===== config.mk =====
export PLATFORM = sky130hd
export DESIGN_NAME = axis_flit_injector_flat
export DESIGN_NICKNAME = d
export VERILOG_FILES = /design/src/rtl/noc_pkg.sv /design/src/rtl/axis_flit_injector_if.sv /design/src/rtl/noc_credit_counter.sv /design/src/rtl/axis_flit_injector.sv /design/src/flat_wrapper.sv
export SDC_FILE = /design/constraint.sdc
export NUM_CORES = 1
export LEC_CHECK = 0
export CORE_UTILIZATION = 45
export DETAILED_ROUTE_END_ITERATION = 8
export GPL_TIMING_DRIVEN = 0
export HOLD_SLACK_MARGIN = 0.06
export PLACE_DENSITY = 0.85
export SETUP_SLACK_MARGIN = 0.02
export SLEW_MARGIN = 20
export SYNTH_ARGS = -nofsm -noshare
export SYNTH_HDL_FRONTEND = slang
export SYNTH_SLANG_ARGS = --single-unit

===== constraint.sdc =====
create_clock -name clk_noc -period 2.6 [get_ports clk_noc]
set_input_delay 0.26 -clock clk_noc [delete_from_list [all_inputs] [get_ports clk_noc]]
set_output_delay 0.26 -clock clk_noc [all_outputs]
set_load 0.01 [all_outputs]

===== src/rtl/noc_pkg.sv =====
// Shared NoC definitions: width derivation helpers, the flit layout for the
// default local-port configuration, and the injector FSM state encoding.
package noc_pkg;

    // Default local-port configuration (128-bit data, 4-bit tdest, 2-bit tid, SF=1).
    localparam int unsigned DEF_FLIT_WIDTH = 128;
    localparam int unsigned DEF_DEST_WIDTH = 6;

    function automatic int unsigned flit_width(input int unsigned tdata_width,
                                               input int unsigned sf);
        return tdata_width / sf;
    endfunction

    function automatic int unsigned dest_width(input int unsigned tdest_width,
                                               input int unsigned tid_width);
        return tdest_width + tid_width;
    endfunction

    // Counter must hold every value from 0 up to and including depth.
    function automatic int unsigned credit_w(input int unsigned depth);
        return $clog2(depth + 1);
    endfunction

    typedef struct packed {
        logic [DEF_FLIT_WIDTH-1:0] data;
        logic [DEF_DEST_WIDTH-1:0] dest;
        logic                      is_tail;
    } flit_t;

    typedef enum logic {
        StIdle,
        StSend
    } inj_state_e;

endpackage


===== src/rtl/axis_flit_injector_if.sv =====
// Bundle of the AXIS input, flit output, credit return and status signals of
// the flit injector.
//   master: user/router side (drives AXIS beats and credit returns)
//   slave : injector side (drives tready, flits and credit status)
interface axis_flit_injector_if #(
    parameter int unsigned TDATA_WIDTH          = 128,
    parameter int unsigned TDEST_WIDTH          = 4,
    parameter int unsigned TID_WIDTH            = 2,
    parameter int unsigned SERIALIZATION_FACTOR = 1,
    parameter int unsigned FLIT_BUFFER_DEPTH    = 2
) ();
    localparam int unsigned FLIT_WIDTH = noc_pkg::flit_width(TDATA_WIDTH, SERIALIZATION_FACTOR);
    localparam int unsigned DEST_WIDTH = noc_pkg::dest_width(TDEST_WIDTH, TID_WIDTH);
    localparam int unsigned CNT_WIDTH  = noc_pkg::credit_w(FLIT_BUFFER_DEPTH);

    logic                   axis_in_tvalid;
    logic                   axis_in_tready;
    logic [TDATA_WIDTH-1:0] axis_in_tdata;
    logic                   axis_in_tlast;
    logic [TID_WIDTH-1:0]   axis_in_tid;
    logic [TDEST_WIDTH-1:0] axis_in_tdest;
    logic [FLIT_WIDTH-1:0]  data_out;
    logic [DEST_WIDTH-1:0]  dest_out;
    logic                   is_tail_out;
    logic                   send_out;
    logic                   credit_in;
    logic [CNT_WIDTH-1:0]   credit_count;
    logic                   err_credit_overflow;

    modport master (
        output axis_in_tvalid, axis_in_tdata, axis_in_tlast, axis_in_tid, axis_in_tdest,
        output credit_in,
        input  axis_in_tready, data_out, dest_out, is_tail_out, send_out,
        input  credit_count, err_credit_overflow
    );

    modport slave (
        input  axis_in_tvalid, axis_in_tdata, axis_in_tlast, axis_in_tid, axis_in_tdest,
        input  credit_in,
        output axis_in_tready, data_out, dest_out, is_tail_out, send_out,
        output credit_count, err_credit_overflow
    );

endinterface


===== src/rtl/noc_credit_counter.sv =====
// Credit counter for a downstream buffer of DEPTH entries.
//   clk_noc, rst : clock, synchronous active-high reset (count -> DEPTH)
//   consume      : one flit sent this cycle (-1)
//   credit_in    : one credit returned this cycle (+1)
//   count        : credits currently available
//   avail        : count != 0
//   overflow     : sticky, set by a return while already at DEPTH
module noc_credit_counter
    import noc_pkg::*;
#(
    parameter int unsigned DEPTH = 2
) (
    input  logic                       clk_noc,
    input  logic                       rst,
    input  logic                       consume,
    input  logic                       credit_in,
    output logic [credit_w(DEPTH)-1:0] count,
    output logic                       avail,
    output logic                       overflow
);
    localparam int unsigned CW = credit_w(DEPTH);

    logic [CW-1:0] count_q;
    logic          overflow_q;

    always_ff @(posedge clk_noc) begin
        if (rst) begin
            count_q    <= CW'(DEPTH);
            overflow_q <= 1'b0;
        end else if (consume && !credit_in) begin
            count_q <= count_q - CW'(1);
        end else if (credit_in && !consume) begin
            // A return with the buffer already fully credited is a protocol error;
            // hold the count rather than wrapping.
            if (count_q == CW'(DEPTH)) begin
                overflow_q <= 1'b1;
            end else begin
                count_q <= count_q + CW'(1);
            end
        end
    end

    assign count    = count_q;
    assign avail    = (count_q != '0);
    assign overflow = overflow_q;

endmodule


===== src/rtl/axis_flit_injector.sv =====
// Credit-aware AXI-Stream to NoC flit injector. Each accepted beat is split
// into SERIALIZATION_FACTOR flits (LSB slice first) tagged with {tid, tdest};
// the last flit of a tlast beat is the tail. Flits leave only while the
// downstream buffer has credit.
//   clk_noc : clock
//   rst     : synchronous active-high reset
//   bus     : AXIS input, flit output, credit return and status (slave side)
module axis_flit_injector
    import noc_pkg::*;
#(
    parameter int unsigned TDATA_WIDTH          = 128,
    parameter int unsigned TDEST_WIDTH          = 4,
    parameter int unsigned TID_WIDTH            = 2,
    parameter int unsigned SERIALIZATION_FACTOR = 1,
    parameter int unsigned FLIT_BUFFER_DEPTH    = 2
) (
    input logic                 clk_noc,
    input logic                 rst,
    axis_flit_injector_if.slave bus
);
    localparam int unsigned SF         = SERIALIZATION_FACTOR;
    localparam int unsigned FLIT_WIDTH = flit_width(TDATA_WIDTH, SF);
    localparam int unsigned DEST_WIDTH = dest_width(TDEST_WIDTH, TID_WIDTH);
    localparam int unsigned IDX_W      = (SF > 1) ? $clog2(SF) : 1;

    if (!(SF == 1 || SF == 2 || SF == 4 || SF == 8)) begin : g_bad_sf
        $error("SERIALIZATION_FACTOR must be 1, 2, 4 or 8");
    end
    if ((TDATA_WIDTH % SF) != 0) begin : g_bad_div
        $error("SERIALIZATION_FACTOR must divide TDATA_WIDTH");
    end
    if (FLIT_BUFFER_DEPTH < 1 || FLIT_BUFFER_DEPTH > 64) begin : g_bad_depth
        $error("FLIT_BUFFER_DEPTH must be in 1..64");
    end

    inj_state_e                    state_q;
    logic [SF-1:0][FLIT_WIDTH-1:0] data_q;
    logic [DEST_WIDTH-1:0]         dest_q;
    logic                          last_q;
    logic [IDX_W-1:0]              idx_q;

    logic                  avail;
    logic                  send;
    logic                  last_slice;
    logic                  beat_done;
    logic                  accept;
    logic [FLIT_WIDTH-1:0] flit_data;

    // With SF=1 idx_q never leaves 0, so every flit is the last slice.
    assign last_slice = (idx_q == IDX_W'(SF - 1));
    assign send       = (state_q == StSend) && avail;
    assign beat_done  = send && last_slice;
    // Depends only on registered state: no path from credit_in or tvalid.
    assign bus.axis_in_tready = (state_q == StIdle) || beat_done;
    assign accept             = bus.axis_in_tvalid && bus.axis_in_tready;

    always_ff @(posedge clk_noc) begin
        if (rst) begin
            state_q <= StIdle;
            data_q  <= '0;
            dest_q  <= '0;
            last_q  <= 1'b0;
            idx_q   <= '0;
        end else if (accept) begin
            state_q <= StSend;
            data_q  <= bus.axis_in_tdata;
            dest_q  <= {bus.axis_in_tid, bus.axis_in_tdest};
            last_q  <= bus.axis_in_tlast;
            idx_q   <= '0;
        end else if (beat_done) begin
            state_q <= StIdle;
            idx_q   <= '0;
        end else if (send) begin
            idx_q <= idx_q + IDX_W'(1);
        end
    end

    always_comb begin
        flit_data = data_q[0];
        for (int i = 1; i < SF; i++) begin
            if (idx_q == IDX_W'(i)) begin
                flit_data = data_q[i];
            end
        end
    end

    assign bus.data_out    = flit_data;
    assign bus.dest_out    = dest_q;
    assign bus.is_tail_out = last_q && last_slice;
    assign bus.send_out    = send;

    noc_credit_counter #(
        .DEPTH(FLIT_BUFFER_DEPTH)
    ) u_credit (
        .clk_noc  (clk_noc),
        .rst      (rst),
        .consume  (send),
        .credit_in(bus.credit_in),
        .count    (bus.credit_count),
        .avail    (avail),
        .overflow (bus.err_credit_overflow)
    );

endmodule


===== src/flat_wrapper.sv =====
// flat-port wrapper written by rule: the top's interface ports become plain ports
module axis_flit_injector_flat import noc_pkg::*;
#(
    parameter int unsigned TDATA_WIDTH          = 128,
    parameter int unsigned TDEST_WIDTH          = 4,
    parameter int unsigned TID_WIDTH            = 2,
    parameter int unsigned SERIALIZATION_FACTOR = 1,
    parameter int unsigned FLIT_BUFFER_DEPTH    = 2
)
  (clk_noc, rst, bus_axis_in_tvalid, bus_axis_in_tdata, bus_axis_in_tlast, bus_axis_in_tid, bus_axis_in_tdest, bus_credit_in, bus_axis_in_tready, bus_data_out, bus_dest_out, bus_is_tail_out, bus_send_out, bus_credit_count, bus_err_credit_overflow);
  axis_flit_injector_if #(.TDATA_WIDTH(TDATA_WIDTH), .TDEST_WIDTH(TDEST_WIDTH), .TID_WIDTH(TID_WIDTH), .SERIALIZATION_FACTOR(SERIALIZATION_FACTOR), .FLIT_BUFFER_DEPTH(FLIT_BUFFER_DEPTH)) bus_i ();
  input logic clk_noc;
  input logic rst;
  input wire logic [$bits(bus_i.axis_in_tvalid)-1:0] bus_axis_in_tvalid;
  input wire logic [$bits(bus_i.axis_in_tdata)-1:0] bus_axis_in_tdata;
  input wire logic [$bits(bus_i.axis_in_tlast)-1:0] bus_axis_in_tlast;
  input wire logic [$bits(bus_i.axis_in_tid)-1:0] bus_axis_in_tid;
  input wire logic [$bits(bus_i.axis_in_tdest)-1:0] bus_axis_in_tdest;
  input wire logic [$bits(bus_i.credit_in)-1:0] bus_credit_in;
  output wire logic [$bits(bus_i.axis_in_tready)-1:0] bus_axis_in_tready;
  output wire logic [$bits(bus_i.data_out)-1:0] bus_data_out;
  output wire logic [$bits(bus_i.dest_out)-1:0] bus_dest_out;
  output wire logic [$bits(bus_i.is_tail_out)-1:0] bus_is_tail_out;
  output wire logic [$bits(bus_i.send_out)-1:0] bus_send_out;
  output wire logic [$bits(bus_i.credit_count)-1:0] bus_credit_count;
  output wire logic [$bits(bus_i.err_credit_overflow)-1:0] bus_err_credit_overflow;
  assign bus_i.axis_in_tvalid = bus_axis_in_tvalid;
  assign bus_i.axis_in_tdata = bus_axis_in_tdata;
  assign bus_i.axis_in_tlast = bus_axis_in_tlast;
  assign bus_i.axis_in_tid = bus_axis_in_tid;
  assign bus_i.axis_in_tdest = bus_axis_in_tdest;
  assign bus_i.credit_in = bus_credit_in;
  assign bus_axis_in_tready = bus_i.axis_in_tready;
  assign bus_data_out = bus_i.data_out;
  assign bus_dest_out = bus_i.dest_out;
  assign bus_is_tail_out = bus_i.is_tail_out;
  assign bus_send_out = bus_i.send_out;
  assign bus_credit_count = bus_i.credit_count;
  assign bus_err_credit_overflow = bus_i.err_credit_overflow;
  axis_flit_injector #(.TDATA_WIDTH(TDATA_WIDTH), .TDEST_WIDTH(TDEST_WIDTH), .TID_WIDTH(TID_WIDTH), .SERIALIZATION_FACTOR(SERIALIZATION_FACTOR), .FLIT_BUFFER_DEPTH(FLIT_BUFFER_DEPTH)) u_core (.clk_noc(clk_noc), .rst(rst), .bus(bus_i));
endmodule

### After elaboration in Yosys (flattened, before gate mapping)

Cells that the tools add are included.

* reductions and logical operators: 15
* add/subtract/negate cells: 3
* muxes and demuxes: 5
* equal/unequal tests: 2
* bitwise gates (word level): 3

Operator list (count)
* 1-bit logical AND: 6
* 2-bit two-way mux: 3
* 2-bit nonzero test: 3
* 1-bit NOT: 3
* 3-bit AND reduction: 1
* 3-bit OR reduction: 1
* 2-bit by 1-bit adder with 2-bit output (second input constant): 1
* 2-bit == test (second input constant): 1
* 1-bit zero test: 2
* 1-bit two-way mux: 2
* 2-bit != test (second input constant): 1
* 2-bit AND reduction: 1
* 2-bit by 1-bit subtractor with 2-bit output (second input constant): 1
* 1-bit adder (second input constant): 1
* 1-bit logical OR: 1

* word-level logic and storage cells: 35
* bits in registers: 140
* input port bits: 139
* output and inout port bits: 140

### Longest topological paths before layout

* depth in word-level cells: 6
* mapped depth: 6
* depth with buffers taken out: 6

### Cells and area by module

From an unflattened synthesis, not the netlist that was laid out.

* cells, all modules: 615
* area, all modules: 6262.3 um2

Modules (own cells, without submodules)
* axis_flit_injector: cells an instance 595, area an instance 6103.4 um2, seq. area each 2742.6 um2, instances 1
* noc_credit_counter: cells an instance 20, area an instance 158.9 um2, seq. area each 60.1 um2, instances 1

### Worst setup path after synthesis

No wires, ideal clock.

* path type: flip-flop to flip-flop
* start point: register u_core.u_credit.count_q[0] (netlist: u_core.u_credit.count[0])
* end point: register u_core.u_credit.count_q[1] (netlist: u_core.u_credit.count[1])
* data arrival time: 1640 ps
* path buffers: 0
* clock period less this slack: 1772 ps
* slack: 828 ps
* cell stages (with the launch flop): 7
* setup time: 132 ps
* cells stage by stage: dfxtp_1 > o21ai_0 > inv_1 > ha_1 > xnor2_1 > o21ai_0 > or3b_2

* word-level cells in the longest chain between the ends: 6

RTL lines
* start: declaration: line noc_credit_counter.sv:23 `logic [CW-1:0] count_q;`
* start signal: assignment: line noc_credit_counter.sv:28 `count_q <= CW'(DEPTH);`
* start signal: assignment: line noc_credit_counter.sv:31 `count_q <= count_q - CW'(1);`
* start signal: assignment: line noc_credit_counter.sv:38 `count_q <= count_q + CW'(1);`
* 2-bit nonzero test *: line noc_credit_counter.sv:44 `assign avail = (count_q != '0);`
* 1-bit logical AND *: line axis_flit_injector.sv:51 `assign send = (state_q == StSend) && avail;`
* via bus_send_out: line flat_wrapper.sv:24 `output wire logic [$bits(bus_i.send_out)-1:0] bus_send_out;`
* 1-bit zero test: line noc_credit_counter.sv:32 `end else if (credit_in && !consume) begin`
* 1-bit logical AND: line noc_credit_counter.sv:32
* 2-bit nonzero test (no source line)
* 2-bit AND reduction (no source line)

The timed path passes the listed nets; every way through them passes the cells marked *. The select of a mux whose other input is x is not followed.
A chain may end at the register's enable or synchronous reset.

### Worst setup path in the final report

* start point: register u_core.u_credit.count_q[1] (netlist: u_core.u_credit.count[1])
* end point: output bus_send_out

* word-level cells in the longest chain between the ends: 2

RTL lines (line)
* 2-bit nonzero test: noc_credit_counter.sv:44
* 1-bit logical AND: axis_flit_injector.sv:51
* end: declaration: flat_wrapper.sv:24

No other way between the ends.

==> metrics.md <==
| Metric | Value |
|---|---|
| Status | `completed` |
| Top post-synthesis cells by area | `dfxtp_1 45%, nand2b_1 27%, mux2i_1 22%` |
| CP max stage delay | `560 ps` |
| Row count | `42` |
| Commonest cells after routing, fill and taps aside | `277 x clkdlybuf4s50_1, 270 x nand2b_1, 140 x dfxtp_1` |
| Leading area contributor after synthesis | `dfxtp_1` |
| DR pass1 iterations | `4` |
| Vias per cell | `4.80` |
| Arr. time, crit path | `1770 ps` |
| Diodes inserted | `0` |
| Post-CTS Setup Repair Bufs | `0` |
| Vias in the first global route | `5,451` |
| Power Dens Cells | `592 mW/mm²` |
| #FFs+latches synth | `140` |
| Core Box Area | `0.0134 mm²` |
| Top Ports | `279` |
| Die Height | `120 µm` |
| Power, Total | `5.82 mW` |
| Number of buffers created by CTS | `17` |
| CP max-delay cell | `clkdlybuf4s50_1` |
| Clk_lat worst skew | `410 ps` |
| # DRC | `0` |
| Startpoint types | `flop` |
| Die ar. | `0.0144 mm²` |
| CTS Hold Bufs | `0` |
| Max-slew violations | `0` |
| Max cap viols | `0` |
| GRT Total Usage | `24.4%` |
| Fin worst setup slack | `567 ps` |
| TritonCTS clock tree | `yes` |
| Mapped Area | `0.00625 mm²` |
| Drt initial violations | `175` |
| Clock skew | `7.30 ps` |
| Clk slew on worst S/H paths | `60 ps` |
| Pre-CTS setup slack | `751 ps` |
| Final wirelength | `17,700 µm` |
| Worst path cell trace | `o21ai_0, inv_1, clkdlybuf4s50_1` |
| Clock buffer depth | `2` |
| Synth Instances | `614` |
| Family with the most delay on the worst path | `buffers and inverters` |
| Worst slew margin | `49.8%` |
| Minimum clock period | `2030 ps` |
| Peak VDD IR | `0.405 mV` |
| Global placement routability congestion | `0.853` |
| Port Buffer Count | `277` |
| HPWL Detailed | `13,500 µm` |
| Yosys warning count | `0` |
| Die W | `120 µm` |
| F_max | `492 MHz` |
| Post-route cell area | `0.00983 mm²` |
| PostCTS Resize Cnt | `0` |
| Total Nets Final | `1,051` |
| Register area share after synthesis | `44.9%` |
| Share of cells above drive strength 1 | `4.89%` |
| Avg Cell Area, Syn | `10.2 µm²` |
| Worst-Margin Slew | `752 ps` |
| Leakage | `3.97 nW` |
| Clk sink count | `140` |
| Largest net degree at the start of global routing | `17` |
| Top-area cell type share of the netlist area | `44.9%` |
| Setup TNS Final | `0 ps` |
| Kind of end point of the critical path | `output pin` |
| Final hold violation count | `0` |
| Wirelength per Cell | `16.1 µm` |
| Final period util | `78.2%` |
| Unique masters post-synth | `21` |
| Critical path class | `reg2out` |
| Max FO, Critical Path | `7` |
| Htree depth | `4` |
| Hold Crit Class | `in2reg` |
| Final setup viols | `0` |
| Root buf cell | `clkbuf_16` |
| Critical path buffers and inverters | `2` |
| Global-route wire length before repair | `27,200 µm` |
| CP required | `2340 ps` |
| Vias | `5,271` |
| Initial antenna violation count | `0` |
| P&R area growth vs syn | `57.3%` |
| Unrepaired setup endpoints after global routing | `no` |
| Dpl cell area | `0.00924 mm²` |
| Gr ovfl total | `0` |
| Fin util | `73.3%` |
| ANT nets after route | `0` |
| Most common cell after layout, fill and taps aside | `clkdlybuf4s50_1` |
| Initial core utilization | `46.6%` |
| Syn_nets | `755` |
## state kept, by name (all words and copies together) (netlist names)
name,count
u_core.idx_q,1
u_core.last_q,1
u_core.state_q,1
u_core.u_credit.overflow,1
u_core.u_credit.count,2
u_core.bus.dest_out,6
u_core.bus.data_out,128
## worst min-delay path, delay by kind of cell
kind,cells,cell delay (ps)
simple gates,1,170
buf+inv,1,160
mux,1,110
## power breakdown
part	switching (mW)	internal [mW]	leakage (nW)
sequential	0.0843	2.29	1.16
combinational	0.398	0.646	2.53
clock	0.872	1.53	0.284
## synthesized netlist by cell type
library cell  number
dfxtp_1          140
buf_8              4
buf_6              1
nand2_1            2
nor4b_1            1
nor2b_1            1
mux2i_1          135
o21bai_2           1
or3b_2             1
o21ai_0            3
xnor2_1            1
nor3_1             1
clkbuf_1          30
a21boi_1           1
buf_4             10
ha_1               2
nor2_1             3
a31oi_1            1
a21oi_1            2
inv_1              4
nand2b_1         270
## worst paths after layout
check	startpoint	end	cells past startpoint	slack, ps
worst max-delay path	u_core.u_credit.count[1]$_SDFFE_PP1P_	bus_send_out	3	570
worst min-delay path	rst	u_core.bus.data_out[109]$_SDFFE_PP0P_	3	340
worst max register to register	u_core.u_credit.count[1]$_SDFFE_PP1P_	u_core.u_credit.count[1]$_SDFFE_PP1P_	6	660
worst min register to register	u_core.bus.dest_out[4]$_SDFFE_PP0P_	u_core.bus.dest_out[4]$_SDFFE_PP0P_	2	470
## metal layers
layer  global-route usage (%)  up-vias  wire length, µm
li1                         -     2570                -
met1                     25.1     2462             6680
met2                     44.1      202             9040
met3                     8.89       37             1470
met4                     11.0        0              477
met5                        0        -                0
## area by class of cell
class,count,area (µm²)
clock inverters,6,85.1
plain buffers,45,259
fillers,945,3570
multi-input cells,425,3170
flip-flops and latches,140,2800
inverters,4,15.0
repair buffers,277,2770
well taps,176,220
clock buffers,24,502
## kinds of logic (layout without fill, tap and decap cells)
group | count (synthesis) | in the layout | share of synthesized area (%)
adder cells (fa/ha/maj) | 2 | 2 | 0.400
flip-flops | 140 | 140 | 44.9
XOR/XNOR | 1 | 1 | 0.140
buffers and inverters | 49 | 356 | 4.39
multiplexers | 135 | 135 | 21.6
AND/OR/NAND/NOR | 279 | 279 | 27.8
AO/OA/AOI/OAI | 8 | 8 | 0.801
## per-stage QoR
stage	hold WS, ps	instances
6_report	344	1097
5_1_grt	400	1097
4_1_cts	343	1097
3_5_place_dp	464	1067
3_3_place_gp	455	1067
2_1_floorplan	377	614
Note: power is estimated with default switching activity, not from simulation.
